File: config.mk
export PLATFORM = sky130hd
export DESIGN_NAME = qr_row_buffer_flat
export DESIGN_NICKNAME = d
export VERILOG_FILES = /design/src/rtl/qr_pkg.sv /design/src/rtl/qr_row_buffer_if.sv /design/src/rtl/qr_rowbuf_mem.sv /design/src/rtl/qr_row_buffer.sv /design/src/flat_wrapper.sv
export SDC_FILE = /design/constraint.sdc
export NUM_CORES = 1
export LEC_CHECK = 0
export CAP_MARGIN = 40
export CORE_ASPECT_RATIO = 1.1
export CORE_MARGIN = 5
export CORE_UTILIZATION = 50
export CTS_BUF_LIST = sky130_fd_sc_hd__clkbuf_8
export CTS_CLUSTER_SIZE = 16
export DETAILED_ROUTE_END_ITERATION = 8
export GPL_ROUTABILITY_DRIVEN = 0
export PLACE_DENSITY = 0.68
export SYNTH_ARGS = -nofsm -noshare
export SYNTH_HDL_FRONTEND = slang
export SYNTH_SLANG_ARGS = --single-unit
File: constraint.sdc
create_clock -name clk -period 11.9 [get_ports clk]
set_input_delay 1.785 -clock clk [delete_from_list [all_inputs] [get_ports clk]]
set_output_delay 1.785 -clock clk [all_outputs]
set_load 0.02 [all_outputs]
File: src/rtl/qr_pkg.sv
// rtl/qr_pkg.sv - shared QR datapath sizing and row-buffer state encoding
package qr_pkg;
    localparam int LENGTH    = 13;
    localparam int ROWS      = 8;
    localparam int COLS      = 4;
    localparam int ROW_W     = COLS * LENGTH;
    localparam int ROW_IDX_W = $clog2(ROWS);
    localparam int COL_IDX_W = $clog2(COLS);

    typedef enum logic [1:0] {
        ST_IDLE  = 2'd0,
        ST_FILL  = 2'd1,
        ST_DRAIN = 2'd2
    } state_e;
endpackage

File: src/rtl/qr_row_buffer_if.sv
// rtl/qr_row_buffer_if.sv - row input and element output handshake bundle
interface qr_row_buffer_if;
    import qr_pkg::*;

    logic                 in_valid;
    logic [ROW_W-1:0]     in;
    logic                 out_valid;
    logic                 out_ready;
    logic [LENGTH-1:0]    out_data;
    logic [ROW_IDX_W-1:0] out_row;
    logic [COL_IDX_W-1:0] out_col;
    logic                 out_last;

    modport master (
        output in_valid, in, out_ready,
        input  out_valid, out_data, out_row, out_col, out_last
    );

    modport slave (
        input  in_valid, in, out_ready,
        output out_valid, out_data, out_row, out_col, out_last
    );
endinterface

File: src/rtl/qr_rowbuf_mem.sv
// rtl/qr_rowbuf_mem.sv - row register file, synchronous write, combinational read
module qr_rowbuf_mem #(
    parameter  int ROWS  = 8,
    parameter  int ROW_W = 52,
    localparam int AW    = $clog2(ROWS)
) (
    input  logic             clk_i,
    input  logic             we_i,
    input  logic [AW-1:0]    waddr_i,
    input  logic [ROW_W-1:0] wdata_i,
    input  logic [AW-1:0]    raddr_i,
    output logic [ROW_W-1:0] rdata_o
);
    logic [ROW_W-1:0] mem_q [ROWS];

    always_ff @(posedge clk_i) begin
        if (we_i) begin
            mem_q[waddr_i] <= wdata_i;
        end
    end

    assign rdata_o = mem_q[raddr_i];
endmodule

File: src/rtl/qr_row_buffer.sv
// rtl/qr_row_buffer.sv - collects a frame of R rows, then streams it element by element
module qr_row_buffer #(
    parameter int LENGTH = qr_pkg::LENGTH,
    parameter int ROWS   = qr_pkg::ROWS,
    parameter int COLS   = qr_pkg::COLS
) (
    input  logic             clk,
    input  logic             rst_n,
    qr_row_buffer_if.slave   bus,
    output logic             busy,
    output logic             drop_err
);
    import qr_pkg::*;

    localparam int ROW_BITS = COLS * LENGTH;
    localparam logic [ROW_IDX_W-1:0] LAST_ROW = ROW_IDX_W'(ROWS - 1);
    localparam logic [COL_IDX_W-1:0] LAST_COL = COL_IDX_W'(COLS - 1);

    state_e               state_q;
    logic [ROW_IDX_W-1:0] wr_row_q;
    logic [ROW_IDX_W-1:0] rd_row_q;
    logic [COL_IDX_W-1:0] rd_col_q;
    logic                 drop_err_q;

    logic                 draining;
    logic                 at_last;
    logic                 fire;
    logic                 final_hs;
    logic                 wr_en;
    logic [ROW_BITS-1:0]  rd_row_data;

    assign draining = (state_q == ST_DRAIN);
    assign at_last  = (rd_row_q == LAST_ROW) && (rd_col_q == LAST_COL);
    assign fire     = draining && bus.out_ready;
    assign final_hs = fire && at_last;
    // The frame-ending handshake frees the buffer, so a row arriving then starts the next frame.
    assign wr_en    = bus.in_valid && (!draining || final_hs);

    qr_rowbuf_mem #(
        .ROWS  (ROWS),
        .ROW_W (ROW_BITS)
    ) u_mem (
        .clk_i   (clk),
        .we_i    (wr_en),
        .waddr_i (wr_row_q),
        .wdata_i (bus.in),
        .raddr_i (rd_row_q),
        .rdata_o (rd_row_data)
    );

    always_ff @(posedge clk) begin
        if (!rst_n) begin
            state_q    <= ST_IDLE;
            wr_row_q   <= '0;
            rd_row_q   <= '0;
            rd_col_q   <= '0;
            drop_err_q <= 1'b0;
        end else begin
            case (state_q)
                ST_IDLE, ST_FILL: begin
                    if (bus.in_valid) begin
                        if (wr_row_q == LAST_ROW) begin
                            state_q  <= ST_DRAIN;
                            wr_row_q <= '0;
                        end else begin
                            state_q  <= ST_FILL;
                            wr_row_q <= wr_row_q + 1'b1;
                        end
                    end
                end
                ST_DRAIN: begin
                    if (bus.in_valid && !final_hs) begin
                        drop_err_q <= 1'b1;
                    end
                    if (final_hs) begin
                        rd_row_q <= '0;
                        rd_col_q <= '0;
                        if (bus.in_valid) begin
                            state_q  <= ST_FILL;
                            wr_row_q <= ROW_IDX_W'(1);
                        end else begin
                            state_q  <= ST_IDLE;
                            wr_row_q <= '0;
                        end
                    end else if (fire) begin
                        if (rd_col_q == LAST_COL) begin
                            rd_col_q <= '0;
                            rd_row_q <= rd_row_q + 1'b1;
                        end else begin
                            rd_col_q <= rd_col_q + 1'b1;
                        end
                    end
                end
                default: state_q <= ST_IDLE;
            endcase
        end
    end

    // Data is masked outside DRAIN because the memory is never cleared.
    assign bus.out_valid = draining;
    assign bus.out_row   = rd_row_q;
    assign bus.out_col   = rd_col_q;
    assign bus.out_last  = draining && at_last;
    assign bus.out_data  = draining ? rd_row_data[rd_col_q*LENGTH +: LENGTH] : '0;
    assign busy          = (state_q != ST_IDLE);
    assign drop_err      = drop_err_q;
endmodule
File: src/flat_wrapper.sv
// flat-port wrapper written by rule: the top's interface ports become plain ports
module qr_row_buffer_flat import qr_pkg::*;
#(
    parameter int LENGTH = qr_pkg::LENGTH,
    parameter int ROWS   = qr_pkg::ROWS,
    parameter int COLS   = qr_pkg::COLS
)
  (clk, rst_n, busy, drop_err, bus_in_valid, bus_in, bus_out_ready, bus_out_valid, bus_out_data, bus_out_row, bus_out_col, bus_out_last);
  qr_row_buffer_if bus_i ();
  input  logic clk;
  input  logic rst_n;
  output logic busy;
  output logic drop_err;
  input wire logic [$bits(bus_i.in_valid)-1:0] bus_in_valid;
  input wire logic [$bits(bus_i.in)-1:0] bus_in;
  input wire logic [$bits(bus_i.out_ready)-1:0] bus_out_ready;
  output wire logic [$bits(bus_i.out_valid)-1:0] bus_out_valid;
  output wire logic [$bits(bus_i.out_data)-1:0] bus_out_data;
  output wire logic [$bits(bus_i.out_row)-1:0] bus_out_row;
  output wire logic [$bits(bus_i.out_col)-1:0] bus_out_col;
  output wire logic [$bits(bus_i.out_last)-1:0] bus_out_last;
  assign bus_i.in_valid = bus_in_valid;
  assign bus_i.in = bus_in;
  assign bus_i.out_ready = bus_out_ready;
  assign bus_out_valid = bus_i.out_valid;
  assign bus_out_data = bus_i.out_data;
  assign bus_out_row = bus_i.out_row;
  assign bus_out_col = bus_i.out_col;
  assign bus_out_last = bus_i.out_last;
  qr_row_buffer #(.LENGTH(LENGTH), .ROWS(ROWS), .COLS(COLS)) u_core (.clk(clk), .rst_n(rst_n), .bus(bus_i), .busy(busy), .drop_err(drop_err));
endmodule
== After elaboration in Yosys (flattened, before gate mapping) ==
Memories as Yosys holds them, arrays and structs flattened. A register that Yosys moved wholly into a read port is not among the register bits.
Cells that the tools add are included.

* Input bits: 56
* Register bits: 11
* Logic and storage cells: 59
* Memories kept: 1
* Output and inout bits: 22
* Memory bits (writable): 416

* Reductions and logical operators: 20
* Muxes and demuxes: 21
* Shift-type cells: 1
* Multiply operators: 1
* Equality and inequality tests: 7
* Add/sub/neg operators: 3

{| class="wikitable"
|+ Memory list
! name !! words !! width !! read ports !! clocked after Yosys merged registers in !! write ports !! RTL line !! RTL
|-
| u_core.u_mem.mem_q || 8 || 52 || 1 || 1 || 1 || qr_rowbuf_mem.sv:14 || <nowiki>logic [ROW_W-1:0] mem_q [ROWS];</nowiki>
|}

{| class="wikitable"
|+ Operators with widths
! operator !! count
|-
| 52-bit by 7-bit indexed part select with 13-bit output || 1
|-
| 3-bit 2-to-1 mux || 8
|-
| 13-bit 2-to-1 mux || 1
|-
| 2-bit 2-to-1 mux || 6
|-
| 2-bit nonzero test || 4
|-
| 3-bit by 1-bit adder with 3-bit output (second input constant) || 2
|-
| 3-bit == test (second input constant) || 2
|-
| 1-bit logical AND || 6
|-
| 2-bit by 4-bit multiplier with 6-bit output (second input constant) || 1
|-
| 3-bit case mux with 2 select lines || 1
|-
| 2-bit AND reduction || 3
|-
| 3-bit AND reduction || 2
|-
| 2-bit == test (second input constant) || 2
|-
| 1-bit 2-to-1 mux || 4
|-
| 2-bit inequality test (second input constant) || 2
|-
| 2-bit case mux with 2 select lines || 1
|-
| 2-bit by 1-bit adder with 2-bit output (second input constant) || 1
|-
| 2-bit by 1-bit == test with 1-bit output (second input constant) || 1
|-
| 1-bit zero test || 2
|-
| 2-bit zero test || 1
|-
| 2-bit OR reduction || 1
|-
| 1-bit logical OR || 1
|}

== Longest topological paths before layout ==
* Word-level depth: 7
* Mapped depth: 8
* Mapped depth without buffers: 6

== By module ==
From an unflattened synthesis, not the netlist that was laid out.

* Cell total of the unflattened synthesis: 708
* Area total of the unflattened synthesis: 16721.0 um^2

{| class="wikitable"
|+ Modules (own cells, without submodules)
! module !! area each (um^2) !! instances !! seq. area each (um^2) !! cells an instance
|-
| qr_rowbuf_mem || 15703.8 || 1 || 12492.0 || 615
|-
| qr_row_buffer || 1017.2 || 1 || 220.2 || 93
|}

== Worst setup path after synthesis ==
Ideal clock, no wire load.

* Path type: input to register
* From: input port bus_out_ready
* To: memory u_core.u_mem.mem_q[1][0], enable pin
* Required time: 11.374 ns
* Stages: 4
* Buffers on the path: 0
* Setup slack: 5.501 ns
* Arrival time: 5.873 ns
* Library setup time: 0.526 ns
* Path through: nand3b_1 -> nor2_1 -> o211ai_1 -> nor3_1

* Longest elaborated chain between the ends: 6

{| class="wikitable"
|+ RTL lines
! what !! RTL line !! RTL
|-
| from (decl) || flat_wrapper.sv:16 || <nowiki>input wire logic [$bits(bus_i.out_ready)-1:0] bus_out_ready;</nowiki>
|-
| 1-bit logical AND || qr_row_buffer.sv:34 || <nowiki>assign fire = draining && bus.out_ready;</nowiki>
|-
| 1-bit logical AND || qr_row_buffer.sv:35 || <nowiki>assign final_hs = fire && at_last;</nowiki>
|-
| 1-bit logical OR || qr_row_buffer.sv:37 || <nowiki>assign wr_en = bus.in_valid && (!draining || final_hs);</nowiki>
|-
| 1-bit logical AND || qr_row_buffer.sv:37 ||
|-
| 1-bit 2-to-1 mux || qr_rowbuf_mem.sv:17 || <nowiki>if (we_i) begin</nowiki>
|-
| 1-bit 2-to-1 mux (implied by the code) || qr_rowbuf_mem.sv:18 || <nowiki>mem_q[waddr_i] <= wdata_i;</nowiki>
|-
| to (decl) || qr_rowbuf_mem.sv:14 ||
|}

No other way between the ends.

==> flow_summary.toml <==
[clocking]
clkTransAtPathRegs_ns = 0.06
ctsResizeCount = 0
cts_tree = "yes"
cts_buffers = 66
cts_max_level = 3
postCtsHoldBufs = 0
worstSkewPairLatency_ns = 0.58
postCtsSetupRepairBufs = 0
root_buffer = "clkbuf_8"
cts_buffer_depth = 3
cts.sinks = 430

[sta]
fin_crit_ns = 5.73
tightestPinTransition_ns = 0.843
finalSetupViolCount = 0
hold_slack_ns = 0.471
rsz0062_at_grt = "false"
slew_violations = 0
fmax_ghz = 0.175
timing.final.crit_share_pct = 48.1
slew_headroom_pct = 43.8
fin_setup_tns_ns = 0
skew_ns = 0.0249
final_hold_viol_count = 0

[grt]
grt_first_pass_wirelength_um = 52300
grt.total_usage_pct = 19.2
antenna_found_initial = 1
grt_max_degree = 48
grt_pass1_vias = 8454
grt-ovfl-total = 0

[placed_design]
place_inst = 1246
io_buffers = 77
placed_area_um2 = 18000
dp_hpwl_um = 20900

[synthesis]
syn_nets = 814
synth_ff_type = "edfxtp_1"
synth.largest_area_cell = "edfxtp_1"
ys_ff_latch = 430
syn_area_um2 = 16600
synth.area.mux_share_pct = 15.7
yosys.area.top_type_share_pct = 75.4
synth_adder_area_share_pct = 0.378
avgSynthCellArea_um2 = 22.0
synthTopCellsByArea = "edfxtp_1 (75%), mux4_2 (12%), mux2i_1 (3.2%), dfxtp_1 (1.7%), mux4_1 (0.95%)"
seq_area_frac_synth_pct = 77.1
synthArstFlopShare_pct = 0
synth_edf_count = 416
yosysWarningCount = 0
yosysUniqueCellTypes = 38
synth_compound_area_share_pct = 3.44
synth_top_family_by_area = "multiplexers"
synth-simple-area-share_pct = 1.65
synth_xor_area_share_pct = 0
synth_cells = 753

[pwr]
p_total_uw = 2880
ir_worst_vdd_mv = 0.0689
p_leak_uw = 0.00601
p_per_area_nw_per_um2 = 150

[floorplanning]
initial_core_util_pct = 50.2
core-area_um2 = 33000
fp-row-count = 70
fp.dieArea_um2 = 36900
ios = 78
fp.dieH_um = 201
die_x_um = 184

[finish]
stdcell_area_um2 = 19200
multi_input_area_um2 = 3560
layout.cells.non_filler = 1364
area_growth_pct = 15.7
drive_gt1_share_pct = 22.0
regArea_um2 = 12800
fin_nets = 943
fillers = 2319

[setup_path]
startpoint_type = "flip-flop"
path_class = "flip-flop to primary output"
ff2ff_path_depth = 6
worstPathArrival_ns = 3.94
required_ns = 10.12
critPathCaptureType = "primary output"
cp_max_fo = 42

[worst_hold_path]
hp-class = "flip-flop to flip-flop"
hold-path-cell-count = 1

[routing]
drc = 0
wire_per_inst_um = 25.8
drt_iter0_drc = 748
dr.pass1.iters = 5
antenna_left = 0
wl_um = 35200
viasPerCell = 5.87
vias = 8011

[flow_run]
cap_violations = 0

[run_status]
status = "complete, no violations"
-- metrics by stage --
stage | utilization, % | setup WS (ns)
finish | 58.1 | 6.17
global route | 58.1 | 5.97
CTS | 58.1 | 6.13
detailed placement | 54.5 | 6.74
global placement | 53.8 | 6.48
floorplan | - | 5.50
-- placed cells by master (no fill, tap or decap), types with 3 or more instances in the layout --
| cell | count |
|---|---|
| a21boi_0 | 5 |
| a221o_1 | 13 |
| a221oi_1 | 9 |
| a22oi_1 | 14 |
| a31oi_1 | 13 |
| buf_16 | 6 |
| buf_4 | 13 |
| buf_6 | 3 |
| clkbuf_8 | 70 |
| clkdlybuf4s50_1 | 77 |
| clkinv_1 | 14 |
| clkinv_2 | 7 |
| dfxtp_1 | 11 |
| edfxtp_1 | 416 |
| ha_1 | 5 |
| inv_1 | 24 |
| mux2i_1 | 53 |
| mux4_1 | 6 |
| mux4_2 | 85 |
| nand2_1 | 17 |
| nand2b_1 | 4 |
| nand3_1 | 4 |
| nor2_1 | 6 |
| nor2_4 | 6 |
| nor2b_1 | 7 |
| o2111ai_1 | 4 |
| o211ai_1 | 3 |
| o21ai_0 | 10 |
-- flip-flops by register name (all words and copies together), names as in the netlist, named ones only --
name and count:
u_core.u_mem.mem_q 416, u_core.bus.out_row 3, u_core.bus.out_col 2, u_core.drop_err 1
u_core.state_q 2, u_core.wr_row_q 3
-- cell families (layout without fill, tap and decap cells) --
kind of cell,Yosys count,in the layout
DFF,430,430
AOI/OAI and AO/OA,75,75
and+or+nand+nor,56,56
adders and majority gates,5,5
other,0,2
muxes,144,144
buffers and inverters,43,220
-- routing by layer --
metal,part of all wire [%],up-vias,GRT usage (%)
met3,6.3,59,4.04
li1,-,3474,-
met4,1.9,0,5.59
met1,39,4216,24.8
met5,0,-,0
met2,52,262,32.9
-- final timing paths --
path                               from                  endpoint  slack, ns
setup reg to reg  u_core.bus.out_col[0]  u_core.u_mem.mem_q[1][8]       8.24
setup / recovery              flip-flop          bus_out_data[12]       6.17
hold reg to reg         u_core.drop_err           u_core.drop_err       0.47
hold / removal          u_core.drop_err           u_core.drop_err       0.47
-- final cells by class --
type	count	area share, %
repair buffers	101	5.72
clock buffers	70	5.02
diodes	2	0.0261
clock inverters	46	1.12
flip-flops and latches	430	66.7
inverters	3	0.0587
multi-input cells	280	18.6
well taps	432	2.82
-- cells in the mapped netlist (all sizes together), types with 2 or more instances --
master / instances
a221o: 13
inv: 3
nor3: 3
a22oi: 14
a31oi: 13
nor2b: 7
ha: 5
nor2: 13
nand2b: 4
nand3: 4
mux2i: 53
a221oi: 9
or3: 2
clkbuf: 8
nand2: 17
o2111ai: 4
a21boi: 5
buf: 32
o21ai: 10
o211ai: 3
or2: 2
mux4: 91
dfxtp: 14
and2: 2
edfxtp: 416
-- where the power goes --
part	total, uW	switching [uW]	internal, uW
Clock	1090	523	564
Combinational	95.9	55.4	40.5
Sequential	1700	7.66	1690
Total	2880	586	2300
-- worst max-delay path, cell delays in order (launching register included) --
cell	delay [ns]
dfxtp_4	0.46
buf_16	0.31
buf_4	0.66
mux4_2	0.35
mux2i_1	0.08
a221o_1	0.43
a31oi_1	0.34
clkdlybuf4s50_1	0.68
Note: power is estimated with default switching activity, not from simulation.
